### src/rtl/pipe_ctrl_pkg.sv
// Shared definitions for the pipeline stall/flush controller: controller states,
// the hard-wired zero register and the default multiply/divide latency.
package pipe_ctrl_pkg;

   typedef enum logic [1:0] {
      INIT    = 2'b00,
      RUN     = 2'b01,
      MD_WAIT = 2'b10
   } ctrl_state_t;

   localparam logic [4:0] REG_ZERO        = 5'd0;
   localparam int         MDU_LAT_DEFAULT = 32;

   // Bits needed to hold MDU_LAT-1; a latency of 1 still needs one bit.
   function automatic int timer_width(input int lat);
      return (lat > 1) ? $clog2(lat) : 1;
   endfunction

endpackage

### src/rtl/md_timer.sv
// Down-counter that tracks how many busy cycles remain for the MULT/DIV unit.
// A load presets MDU_LAT-1; zero flags the final busy cycle.
module md_timer
   import pipe_ctrl_pkg::*;
#(
   parameter int MDU_LAT = MDU_LAT_DEFAULT
) (
   input  logic clk,
   input  logic reset,
   input  logic load,
   input  logic dec,
   output logic zero
);

   localparam int            W        = timer_width(MDU_LAT);
   localparam logic [W-1:0]  LOAD_VAL = W'(MDU_LAT - 1);

   logic [W-1:0] count;

   always_ff @(posedge clk or posedge reset) begin
      if (reset) begin
         count <= '0;
      end else if (load) begin
         count <= LOAD_VAL;
      end else if (dec && (count != '0)) begin
         count <= count - W'(1);
      end
   end

   assign zero = (count == '0);

endmodule

### src/rtl/pipe_hazard_ctrl.sv
// Stall/flush controller for the 5-stage pipeline: load-use, branch-operand and
// imem-wait hazards, plus interlocking against the multi-cycle MULT/DIV unit.
module pipe_hazard_ctrl
   import pipe_ctrl_pkg::*;
#(
   parameter int MDU_LAT = MDU_LAT_DEFAULT,
   parameter int CNT_W   = 16
) (
   input  logic             clk,
   input  logic             reset,
   input  logic [4:0]       id_rs,
   input  logic [4:0]       id_rt,
   input  logic             id_uses_rs,
   input  logic             id_uses_rt,
   input  logic             id_branch,
   input  logic             id_branch_taken,
   input  logic             id_jump,
   input  logic             id_md_start,
   input  logic             id_md_read,
   input  logic             ex_regwrite,
   input  logic             ex_memtoreg,
   input  logic [4:0]       ex_rd,
   input  logic             imem_ready,
   output logic             pc_en,
   output logic             if2id_en,
   output logic             if2id_flush,
   output logic             id2ex_flush,
   output logic             md_go,
   output logic             md_busy,
   output logic [CNT_W-1:0] stall_count
);

   ctrl_state_t state;
   logic        active;
   logic        rs_hit;
   logic        rt_hit;
   logic        lu;
   logic        br;
   logic        md;
   logic        stall;
   logic        timer_zero;

   // Writes to $zero never create a dependency.
   assign rs_hit = (ex_rd != REG_ZERO) && (id_rs == ex_rd);
   assign rt_hit = (ex_rd != REG_ZERO) && (id_rt == ex_rd);

   assign active  = (state == RUN) || (state == MD_WAIT);
   assign lu      = ex_memtoreg && ((id_uses_rs && rs_hit) || (id_uses_rt && rt_hit));
   assign br      = id_branch && ex_regwrite && (rs_hit || rt_hit);
   assign md      = (state == MD_WAIT) && (id_md_start || id_md_read);
   assign stall   = active && (lu || br || md || !imem_ready);

   assign md_go   = (state == RUN) && id_md_start && !stall;
   assign md_busy = (state == MD_WAIT);

   always_comb begin
      pc_en       = 1'b0;
      if2id_en    = 1'b0;
      if2id_flush = 1'b0;
      id2ex_flush = 1'b0;
      if (!active) begin
         if2id_flush = 1'b1;
         id2ex_flush = 1'b1;
      end else if (stall) begin
         id2ex_flush = 1'b1;
      end else begin
         pc_en       = 1'b1;
         if2id_en    = 1'b1;
         if2id_flush = id_branch_taken || id_jump;
      end
   end

   md_timer #(
      .MDU_LAT (MDU_LAT)
   ) u_md_timer (
      .clk   (clk),
      .reset (reset),
      .load  (md_go),
      .dec   (md_busy),
      .zero  (timer_zero)
   );

   // Stall cycles are only counted once the pipeline is running.
   always_ff @(posedge clk or posedge reset) begin
      if (reset) begin
         state       <= INIT;
         stall_count <= '0;
      end else begin
         case (state)
            INIT:    state <= RUN;
            RUN:     if (md_go) state <= MD_WAIT;
            MD_WAIT: if (timer_zero) state <= RUN;
            default: state <= INIT;
         endcase
         if (stall && (stall_count != '1)) begin
            stall_count <= stall_count + CNT_W'(1);
         end
      end
   end

endmodule

### config.mk
export PLATFORM = sky130hd
export DESIGN_NAME = pipe_hazard_ctrl
export DESIGN_NICKNAME = d
export VERILOG_FILES = /design/src/rtl/pipe_ctrl_pkg.sv /design/src/rtl/md_timer.sv /design/src/rtl/pipe_hazard_ctrl.sv
export SDC_FILE = /design/constraint.sdc
export NUM_CORES = 1
export LEC_CHECK = 0
export CAP_MARGIN = 20
export CORE_ASPECT_RATIO = 1.4
export CORE_MARGIN = 2
export CORE_UTILIZATION = 35
export CTS_BUF_LIST = sky130_fd_sc_hd__clkbuf_16
export DETAILED_ROUTE_END_ITERATION = 6
export GPL_TIMING_DRIVEN = 0
export HOLD_SLACK_MARGIN = 0.03
export PLACE_DENSITY = 0.66
export SYNTH_ARGS = -nofsm -noshare
export SYNTH_HDL_FRONTEND = slang
export SYNTH_SLANG_ARGS = --single-unit
### constraint.sdc
create_clock -name clk -period 3.43 [get_ports clk]
set_clock_uncertainty 0.15 [all_clocks]
set_input_delay 0.686 -clock clk [delete_from_list [all_inputs] [get_ports clk]]
set_output_delay 0.686 -clock clk [all_outputs]
set_load 0.01 [all_outputs]
==> impl_results.md <==
* Status: finished clean
* Max Cap Violations at 0
* Largest net degree at the start of global routing at 24
* Die Y at around 80 um
* Crit-path leading delay family: simple AND/OR/NAND/NOR gates
* WP data arrival at about 2.6 ns
* Antenna violations before repair at 0
* Post-layout util at between 50% and 60%
* Peak supply drop at roughly 0.00048 V
* Clock root buffer: clkbuf_16
* Final Hold Vio Count at 0
* Initial drt markers at 32
* Endpoint class of the critical path: primary output
* Syn avg cell area at between 9 and 10 um^2
* Power per cell area at about 630 nW/um^2
* Max H-tree Level at 1
* Worst hold path type: flop to flop
* Async set or reset register ratio after synthesis at 100.0%
* Reg2Reg Depth at 9
* Share of cells above drive strength 1 at 13.08%
* Antenna diodes at 0
* DRC Markers at 0
* Minimum clock period at ~3.4 ns
* Initial Utilization at 36.59%
* Post-synthesis cell area at 1446 um^2
* Setup crit start kind: input pin
* Min-Delay Path Depth at 1
* Area delta synth->final at 49.39%
* Slew Viols, Final at 0
* Port Buffers at between 40 and 50
* Worst path slowest cell: or4_4
* Crit share post-route at between 90% and 100%
* Max Freq at between 200 and 300 MHz
* Pre-CTS setup slack at -0.7645 ns
* Commonest non-fill, non-tap cell in the layout: clkdlybuf4s50_1
* Critical Path RT at 2.59 ns
* Worst slew pin tran at roughly 0.87 ns
* CTS Buffer Depth at 2
* Worst-skew pair later-pin latency at 0.25 ns
* # hold bufs at CTS at 0
* Final worst setup slack at 0.008604 ns
* Antenna Nets Post-Route at 0
* Num CTS Buffers at 3
* RD Place Congestion at slightly below 0.9
* Via Count at ~1,300
* Mapped Cells at 153
* Vias in the first global route at around 1,400
* Sink Count at 23
* Row count at 27
* Yosys reg bits at 23
* Via-per-instance ratio at ~5.2
* CTS tree: built
* Final wirelength at 3709 um
* RSZ-0062 raised after global routing: true
* Setup_tns at 0 ns
* Sequential share of the synthesized area at about 40%
* Drt pass-1 iters at 4
* Relative slew slack at roughly two fifths
* Wire length of the first global-routing pass at ~6000 um
* Yosys synthesis warning count at 0
* Number of enable flip-flop cells after synthesis at 0
* Horiz. Die Dim at roughly 60 um
* Post-synth net total at ~190
* Crit path depth at 9
* IO Count at about 50
* Crit path kind: input pin to primary output
* Synth cell types at 31
* WL per Instance at between 10 and 15 um
* Maximum net fanout on the critical path at 3
* CP max stage delay at between 0.5 and 0.6 ns
* Worst Path Buf+Inv at 5
* Layout net count at roughly 250
* Most frequent cells in the layout: clkdlybuf4s50_1, dfrtp_1, nand2_1
* Total gr overflow at 0
* DP Wirelength at 2791 um
* P_leak at between 0.0009 and 0.001 uW
* Worst-path clk slew at ~0.060 ns
* Cell Chain, Critical Path: dlygate4sd2_1 > or4_4 > nor2_4 > buf_4 > nor4_4 > nor4_4 > buf_4 > inv_1 > dlygate4sd2_1
* Area of the core at 3953 um^2
* Main synth FF type: dfrtp_1
* Die area at 4670 um^2
* Gr usage total at between 15 and 20%
* Fin Hold WS at around 0.35 ns
* Final setup vio count at 0
==> Yosys cell counts, types with 2 or more instances <==
library cell	number	area share [%]
dfrtp_1	23	40
nand2_1	20	5.2
xor2_1	16	9.7
inv_1	12	3.1
xnor2_1	12	7.3
nor4_1	9	3.9
ha_1	7	6.1
nand3_1	7	2.4
nor3_1	7	2.4
nor2_1	6	1.6
nand4_1	5	2.2
o21ai_0	5	1.7
a21oi_1	2	0.69
a22o_1	2	1.2
nor4_2	2	1.7
nor4b_1	2	1.2
or2_2	2	0.86
==> cell type report <==
type	instances	area (um^2)
Buffer	3	22.52
Clock inverter	1	5.005
Fill cell	368	1792
Clock buffer	3	75.07
Sequential cell	23	575.6
Inverter	12	45.04
Tap cell	43	53.80
Multi-Input combinational cell	115	853.3
Timing Repair Buffer	57	530.5
==> per-layer routing <==
layer  vias up  GRT usage, %  routed length [um]
met4         0         6.279                  74
met3         9         1.932                 124
met5         -             0                   0
li1        655             -                   -
met1       639         17.48                1427
met2        34         31.91                2083
==> flip-flops by register name, summed over array words and instances (netlist names) <==
name	count
stall_count	16
u_md_timer.count	5
state	2
==> power by group <==
part	switching, uW	internal [uW]
sequential	93.8	351
combinational	338	324
clock	92.4	157
==> final timing paths <==
kind	start	end	slack, ns
max	ex_rd[1]	id2ex_flush	0.009
min	stall_count[9]$_DFFE_PP0P_	stall_count[9]$_DFFE_PP0P_	0.35
max reg2reg	state[0]$_DFFE_PP0P_	stall_count[1]$_DFFE_PP0P_	1.03
min reg2reg	stall_count[9]$_DFFE_PP0P_	stall_count[9]$_DFFE_PP0P_	0.35
max in group asynchronous	reset	stall_count[2]$_DFFE_PP0P_	1.82
min in group asynchronous	reset	stall_count[3]$_DFFE_PP0P_	0.77
==> cell families (layout without fill, tap and decap cells) <==
kind of cell / Yosys count / in the layout / synth area share [%]
flip-flops: 23 / 23 / 39.79
buffers and inverters: 15 / 76 / 4.671
XOR/XNOR: 28 / 28 / 16.95
AO/OA/AOI/OAI: 14 / 14 / 7.007
AND/OR/NAND/NOR: 64 / 64 / 23.96
adder cells (fa/ha/maj): 7 / 7 / 6.055
multiplexers: 2 / 2 / 1.557
==> timing repair <==
action | in CTS | in global routing
setup buffers | 7 | 2
gates cloned | 0 | 0
pin swaps | 3 | 5
resized for setup | 12 | 12
endpoints found under the setup margin | 5 | 3
==> stage by stage <==
stage	power, uW	cell area (um^2)	instances
6_report	1357	2161	257
3_5_place_dp	1076	1981	244
2_1_floorplan	783.1	1446	153
5_1_grt	1462	2161	257
4_1_cts	1353	2126	255
3_3_place_gp	1051	1981	244
(Power assumes the default switching activity.)
